===== src/rtl/l5_accum_ctrl_if.sv =====
// Streaming handshake bundle for l5_accum_ctrl: activation input stream and neuron result output.
interface l5_accum_ctrl_if;
    logic               in_valid;
    logic signed [17:0] in_data;
    logic               in_ready;
    logic               out_valid;
    logic signed [17:0] out_data;
    logic [3:0]         out_idx;
    logic               out_ready;

    // Producer/consumer side (testbench or upstream/downstream logic).
    modport master (
        output in_valid, in_data, out_ready,
        input  in_ready, out_valid, out_data, out_idx
    );

    // Accumulator controller side.
    modport slave (
        input  in_valid, in_data, out_ready,
        output in_ready, out_valid, out_data, out_idx
    );
endinterface


===== src/rtl/l5_accum_ctrl.sv =====
// Final-layer accumulate controller: buffers one activation vector, then for each output neuron
// streams the vector chunk by chunk through an external 32-lane multiplier-adder, accumulates the
// partial dot products, shifts, adds the bias, saturates to 18 bits and hands out the result.
module l5_accum_ctrl #(
    parameter int unsigned NUM_CHUNKS = 4,
    parameter int unsigned NUM_OUT    = 10,
    parameter int unsigned SHIFT      = 8
) (
    input  logic                clk,
    input  logic                rst,
    l5_accum_ctrl_if.slave      bus,
    output logic [31:0][17:0]   mac_din,
    output logic [5:0]          w_addr,
    input  logic signed [35:0]  mac_dout,
    input  logic signed [17:0]  bias_in
);

    localparam int unsigned        CW         = (NUM_CHUNKS > 1) ? $clog2(NUM_CHUNKS) : 1;
    localparam logic [CW-1:0]      LastChunk  = CW'(NUM_CHUNKS - 1);
    localparam logic [3:0]         LastNeuron = 4'(NUM_OUT - 1);
    localparam logic signed [17:0] SatMax     = 18'sh1FFFF;
    localparam logic signed [17:0] SatMin     = 18'sh20000;

    typedef enum logic [1:0] {StLoad, StMac, StDrain, StOut} state_e;

    state_e                           state_q;
    logic [4:0]                       lane_q;
    logic [CW-1:0]                    lchunk_q;
    logic [CW-1:0]                    c_q;
    logic [3:0]                       n_q;
    logic                             pend_q;   // a chunk was issued last cycle; mac_dout is live
    logic                             first_q;  // that chunk was chunk 0, so load instead of add
    logic signed [39:0]               acc_q;
    logic [31:0][17:0]                mac_din_q;
    logic                             out_valid_q;
    logic signed [17:0]               out_data_q;
    logic [NUM_CHUNKS-1:0][31:0][17:0] buf_q;

    logic signed [39:0] acc_sum;
    logic signed [39:0] acc_shift;
    logic signed [40:0] biased;
    logic signed [17:0] sat_val;

    assign bus.in_ready  = (state_q == StLoad) && !rst;
    assign bus.out_valid = out_valid_q;
    assign bus.out_data  = out_data_q;
    assign bus.out_idx   = n_q;
    assign mac_din       = mac_din_q;

    // Weight ROM address for the chunk being issued; parked at zero outside MAC.
    always_comb begin
        w_addr = '0;
        if (state_q == StMac) begin
            w_addr = 6'(n_q) * 6'(NUM_CHUNKS) + 6'(c_q);
        end
    end

    // Running sum including the partial product arriving this cycle, plus the final scaling.
    always_comb begin
        acc_sum   = first_q ? 40'(mac_dout) : acc_q + 40'(mac_dout);
        acc_shift = acc_sum >>> SHIFT;
        biased    = 41'(acc_shift) + 41'(bias_in);
        if (biased > 41'sd131071) begin
            sat_val = SatMax;
        end else if (biased < -41'sd131072) begin
            sat_val = SatMin;
        end else begin
            sat_val = biased[17:0];
        end
    end

    // Activation buffer; written only by accepted words in LOAD, never reset.
    always_ff @(posedge clk) begin
        if (!rst && (state_q == StLoad) && bus.in_valid) begin
            buf_q[lchunk_q][lane_q] <= bus.in_data;
        end
    end

    // Main control FSM with registered datapath outputs.
    always_ff @(posedge clk) begin
        if (rst) begin
            state_q     <= StLoad;
            lane_q      <= '0;
            lchunk_q    <= '0;
            c_q         <= '0;
            n_q         <= '0;
            pend_q      <= 1'b0;
            first_q     <= 1'b0;
            acc_q       <= '0;
            mac_din_q   <= '0;
            out_valid_q <= 1'b0;
            out_data_q  <= '0;
        end else begin
            pend_q  <= (state_q == StMac);
            first_q <= (state_q == StMac) && (c_q == '0);
            if (pend_q) begin
                acc_q <= acc_sum;
            end

            unique case (state_q)
                StLoad: begin
                    if (bus.in_valid) begin
                        lane_q <= lane_q + 5'd1;
                        if (lane_q == 5'd31) begin
                            if (lchunk_q == LastChunk) begin
                                lchunk_q <= '0;
                                c_q      <= '0;
                                n_q      <= '0;
                                state_q  <= StMac;
                            end else begin
                                lchunk_q <= lchunk_q + CW'(1);
                            end
                        end
                    end
                end
                StMac: begin
                    mac_din_q <= buf_q[c_q];
                    if (c_q == LastChunk) begin
                        c_q     <= '0;
                        state_q <= StDrain;
                    end else begin
                        c_q <= c_q + CW'(1);
                    end
                end
                StDrain: begin
                    out_data_q  <= sat_val;
                    out_valid_q <= 1'b1;
                    state_q     <= StOut;
                end
                StOut: begin
                    if (bus.out_ready) begin
                        out_valid_q <= 1'b0;
                        c_q         <= '0;
                        if (n_q == LastNeuron) begin
                            n_q      <= '0;
                            lane_q   <= '0;
                            lchunk_q <= '0;
                            state_q  <= StLoad;
                        end else begin
                            n_q     <= n_q + 4'd1;
                            state_q <= StMac;
                        end
                    end
                end
                default: state_q <= StLoad;
            endcase
        end
    end

endmodule


===== src/flat_wrapper.sv =====
// flat-port wrapper written by rule: the top's interface ports become plain ports
module l5_accum_ctrl_flat 
#(
    parameter int unsigned NUM_CHUNKS = 4,
    parameter int unsigned NUM_OUT    = 10,
    parameter int unsigned SHIFT      = 8
)
  (clk, rst, mac_din, w_addr, mac_dout, bias_in, bus_in_valid, bus_in_data, bus_out_ready, bus_in_ready, bus_out_valid, bus_out_data, bus_out_idx);
  l5_accum_ctrl_if bus_i ();
  input  logic clk;
  input  logic rst;
  output logic [31:0][17:0] mac_din;
  output logic [5:0] w_addr;
  input  logic signed [35:0] mac_dout;
  input  logic signed [17:0] bias_in;
  input wire logic [$bits(bus_i.in_valid)-1:0] bus_in_valid;
  input wire logic [$bits(bus_i.in_data)-1:0] bus_in_data;
  input wire logic [$bits(bus_i.out_ready)-1:0] bus_out_ready;
  output wire logic [$bits(bus_i.in_ready)-1:0] bus_in_ready;
  output wire logic [$bits(bus_i.out_valid)-1:0] bus_out_valid;
  output wire logic [$bits(bus_i.out_data)-1:0] bus_out_data;
  output wire logic [$bits(bus_i.out_idx)-1:0] bus_out_idx;
  assign bus_i.in_valid = bus_in_valid;
  assign bus_i.in_data = bus_in_data;
  assign bus_i.out_ready = bus_out_ready;
  assign bus_in_ready = bus_i.in_ready;
  assign bus_out_valid = bus_i.out_valid;
  assign bus_out_data = bus_i.out_data;
  assign bus_out_idx = bus_i.out_idx;
  l5_accum_ctrl #(.NUM_CHUNKS(NUM_CHUNKS), .NUM_OUT(NUM_OUT), .SHIFT(SHIFT)) u_core (.clk(clk), .rst(rst), .bus(bus_i), .mac_din(mac_din), .w_addr(w_addr), .mac_dout(mac_dout), .bias_in(bias_in));
endmodule

===== config.mk =====
export PLATFORM = sky130hd
export DESIGN_NAME = l5_accum_ctrl_flat
export DESIGN_NICKNAME = d
export VERILOG_FILES = /design/src/rtl/l5_accum_ctrl_if.sv /design/src/rtl/l5_accum_ctrl.sv /design/src/flat_wrapper.sv
export SDC_FILE = /design/constraint.sdc
export NUM_CORES = 2
export LEC_CHECK = 0
export ABC_AREA = 1
export BUFFER_PORTS_ARGS = -buffer_cell sky130_fd_sc_hd__buf_2
export CORE_MARGIN = 5
export CORE_UTILIZATION = 45
export DETAILED_ROUTE_END_ITERATION = 8
export PLACE_DENSITY = 0.67
export SLEW_MARGIN = 20
export SYNTH_ARGS = -nofsm -noshare
export SYNTH_HDL_FRONTEND = slang
export SYNTH_SLANG_ARGS = --single-unit

===== constraint.sdc =====
create_clock -name clk -period 4 [get_ports clk]
set_input_delay 0.4 -clock clk [delete_from_list [all_inputs] [get_ports clk]]
set_output_delay 0.4 -clock clk [all_outputs]
set_load 0.02 [all_outputs]

==> results.md <==
- CTS tree: done
- YS warnings: 0
- Buffers on Ports: 681
- Max Clk Rate: 225.8 MHz
- CTS Sinks: around 3,000
- I/O pin cnt: a little under 700
- Hold Fails Final Rpt: 0
- Final WS setup: -0.4278 ns
- Mapped Nets: 10,560
- Clk_skew: 0.09064 ns
- TritonCTS buffer count: 310
- Die area: ~270,000 sq um
- Crit share post-route: 1.107
- Kind of start point of the critical path: flip-flop
- RSZ-0062 raised after global routing: yes
- Post-synthesis sequential area ratio: 0.7105
- Layout area overhead: 19.65%
- Initial Util: 0.4514
- Gr ovfl total: 0
- Final antenna-violating net count: 0
- Static leakage: 0.05528 uW
- Final RePlAce weighted congestion: 0.8867
- Final wirelength: 344.5 mm
- Hold depth: 4
- Hold Path Sink: u_core.acc_q[20]$_SDFFE_PP0P_
- Largest net degree at the start of global routing: 241
- CTS max path bufs: 4
- Die Wd: 517.2 microns
- Final #Nets: 11,520
- Max Cap Viol: 0
- RR Startpoint: u_core.acc_q[4]$_SDFFE_PP0P_
- Hold Startpoint: mac_dout[20]
- First-pass detailed-route iteration total: 8
- Worst-path clk slew: 0.06 ns
- Synth Register Bits: ~3,000
- Outcome: complete, but fails checks
- Ys async rst share: 0
- FF-to-FF path depth: 35
- Later-pin clock latency in the skew report: 0.88 ns
- Failing checks: negative setup slack
- Synth unique cells: 49
- RR Endpoint: u_core.bus.out_data[4]$_SDFFE_PP0P_
- Pwr Total: between 60,000 and 70,000 uW
- CP Capture Type: flip-flop
- Initial antenna violation count: 15
- Hold Slack: 0.04148 ns
- Vias in the first global route: 78,520
- Arrival time worst endpoint: 5.13 ns
- Cell Pwr Density: 459.6 nW/um^2
- Syn Area/Cell: about 11 sq um
- Cell row count: 186
- First-pass GRT wire length: 502.0 mm
- Slowest-stage cell, CP: nor4_2
- Final setup violation count: 17
- Clk root buf: clkbuf_16
- Share of cells above drive strength 1: 0.1864
- Die Ht: 517.2 microns
- Rel. slew slack: 0.2667
- Critical Path RT: 4.70 ns
- Crit Path Class: reg2reg
- Hold Path Class: in2reg
- CP dominant cell by count: nand2_2
- H-tree Lvls: 5
- Worst vdd ir: about 440 uV
- EDFF count, synth: 2,304
- WL/cell: 22.98 microns
- Most used DFF post-synth: edfxtp_1
- Core area: 256,500 sq um
- Final Max Slew Viols: 0
- Tmin final: 4.428 ns
- Crit Path Max Fanout: 5
- Worst-Margin Slew: 1.100 ns
- Cell area after synthesis: 115,800 sq um
- Via count: 82,270
- Initial DRC count: between 8,000 and 9,000
- Via density: 5.489
- FF-to-FF setup slack: -0.43 ns
- # DRC: 0
- Fillers: 21,430
- Overall Global Routing Usage: 0.2479
- Post-DP HPWL: 205.2 mm
- Worst stage delay on the critical path: approximately 0.35 ns
- Mapped Cells: a little over 10,000
[layer usage]
layer	vias up	share of wire	GRT usage
met5	-	0.000078	0
met4	4	0.042	0.09687
met3	610	0.075	0.03710
met2	3311	0.47	0.4028
met1	40460	0.41	0.3379
li1	37880	-	-
[metrics by stage]
| step | cells | util | setup slack, ns | TNS [ns] | area [sq um] |
|---|---|---|---|---|---|
| after floorplan | 10400 | - | 0.02903 | 0 | 115800 |
| after global placement | 14370 | 0.4907 | -1.055 | -18.29 | 125900 |
| after detailed placement | 14370 | 0.4907 | -1.082 | -18.67 | 125900 |
| after CTS | 14960 | 0.5347 | -0.4113 | -6.538 | 137100 |
| after global routing | 14980 | 0.5400 | -0.6510 | -10.62 | 138500 |
| final | 14990 | 0.5400 | -0.4278 | -6.902 | 138500 |
[flip-flops by register name, summed over array words and instances (netlist names)]
signal	count
u_core.mac_din	576
u_core.bus.out_valid	1
u_core.bus.out_data	18
u_core.bus.out_idx	4
u_core.c_q	2
u_core.first_q	1
u_core.buf_q	2304
u_core.pend_q	1
u_core.lane_q	5
u_core.lchunk_q	2
u_core.acc_q	40
u_core.state_q	2
[placed cells by master, fill, tap and decap left out, drive strengths merged]
master	n
nor2	2618
edfxtp	2304
o21ai	1843
buf	1238
inv	852
dfxtp	652
o22ai	576
nand2	487
clkbuf	422
a21oi	128
clkinv	109
nand3	89
ha	89
xnor2	20
bufinv	20
dlygate4sd3	19
or2	18
nor3	18
a31oi	14
nand4	12
a21o	10
xor2	9
o21bai	9
diode	6
o211ai	6
nand3b	5
clkinvlp	5
nor4	5
a211oi	4
and2	4
o21a	3
nor3b	2
fa	2
a21boi	2
and3	1
o31ai	1
a31o	1
o221ai	1
a22oi	1
[final cells by class]
type	count	area (sq um)	area share
flip-flops and latches	2956	82270	0.5940
multi-input cells	5978	29910	0.2160
repair buffers	1260	8738	0.06309
clock buffers	419	8650	0.06245
well taps	3384	4234	0.03057
inverters	842	3193	0.02306
clock inverters	144	1486	0.01073
diodes	6	15.01	0.0001084
[how the worst max path moves through the flow]
| stage | start | cells past startpoint | end | slack [ns] |
|---|---|---|---|---|
| floorplan | mac_dout[0] | 31 | u_core.bus.out_data[7]$_SDFFE_PP0P_ | 0.03 |
| global placement | mac_dout[19] | 30 | u_core.bus.out_data[0]$_SDFFE_PP0P_ | -1.06 |
| detailed placement | mac_dout[19] | 30 | u_core.bus.out_data[9]$_SDFFE_PP0P_ | -1.08 |
| CTS | u_core.acc_q[10]$_SDFFE_PP0P_ | 31 | u_core.bus.out_data[3]$_SDFFE_PP0P_ | -0.41 |
| global route | u_core.acc_q[6]$_SDFFE_PP0P_ | 30 | u_core.bus.out_data[0]$_SDFFE_PP0P_ | -0.65 |
| finish | u_core.acc_q[4]$_SDFFE_PP0P_ | 35 | u_core.bus.out_data[4]$_SDFFE_PP0P_ | -0.43 |
[synthesized netlist by cell type, types with 3 or more instances]
cell type	number	area, sq um
inv_2	14	52.55
nand4_1	12	75.07
and2_1	3	18.77
or2_2	18	112.6
xor2_1	9	78.83
nand2_2	27	168.9
nand3_2	5	50.05
nand2_1	459	1723
nand3b_1	5	37.54
buf_2	11	55.05
ha_1	89	1114
o22ai_1	576	3603
a21oi_1	118	590.6
o211ai_1	6	45.04
inv_1	825	3097
dfxtp_1	652	13050
clkinv_1	3	11.26
clkbuf_1	561	2106
xnor2_1	20	175.2
nor4_1	5	31.28
nand3_1	82	410.4
nor2_1	2597	9748
edfxtp_1	2304	69190
a31oi_1	14	87.58
a21o_1	10	75.07
nor2_4	4	45.04
a21oi_2	10	87.58
nor2_2	17	106.4
o21a_1	3	22.52
a211oi_1	4	30.03
buf_1	45	168.9
o21bai_1	9	67.56
nor3_1	17	85.08
o21ai_0	1842	9219
[kinds of logic after synthesis]
group | synth area share
AND/OR/NAND/NOR | 0.1097
XOR/XNOR | 0.002194
adder cells (fa/ha/maj) | 0.009966
flip-flops | 0.7105
buffers and inverters | 0.04775
AO/OA/AOI/OAI | 0.1199
[power by group]
part	switching [uW]	internal [uW]	leakage [uW]	total [uW]
clock network	12000	16600	0.00496	28600
registers	5.98	33100	0.0260	33100
logic	1380	638	0.0244	2020
[repair_timing]
action / CTS / global route
hold buffers: 17 / 2
buffers inserted: 13 / 17
cloned: 1 / 3
gates resized for setup: 177 / 275
hold endpoints to repair: 23 / 24
endpoints found under the setup margin: 18 / 18
pin swaps: 18 / 112
[worst max-delay path, delay by kind of cell, from the launching register on]
family,cells,cell delay (ns)
buffers and inverters,10,1.08
XOR/XNOR,1,0.17
flip-flops,1,0.34
AND/OR/NAND/NOR,18,1.66
AO/OA/AOI/OAI,4,0.50
adder cells (fa/ha/maj),2,0.59
(Power assumes the default switching activity.)
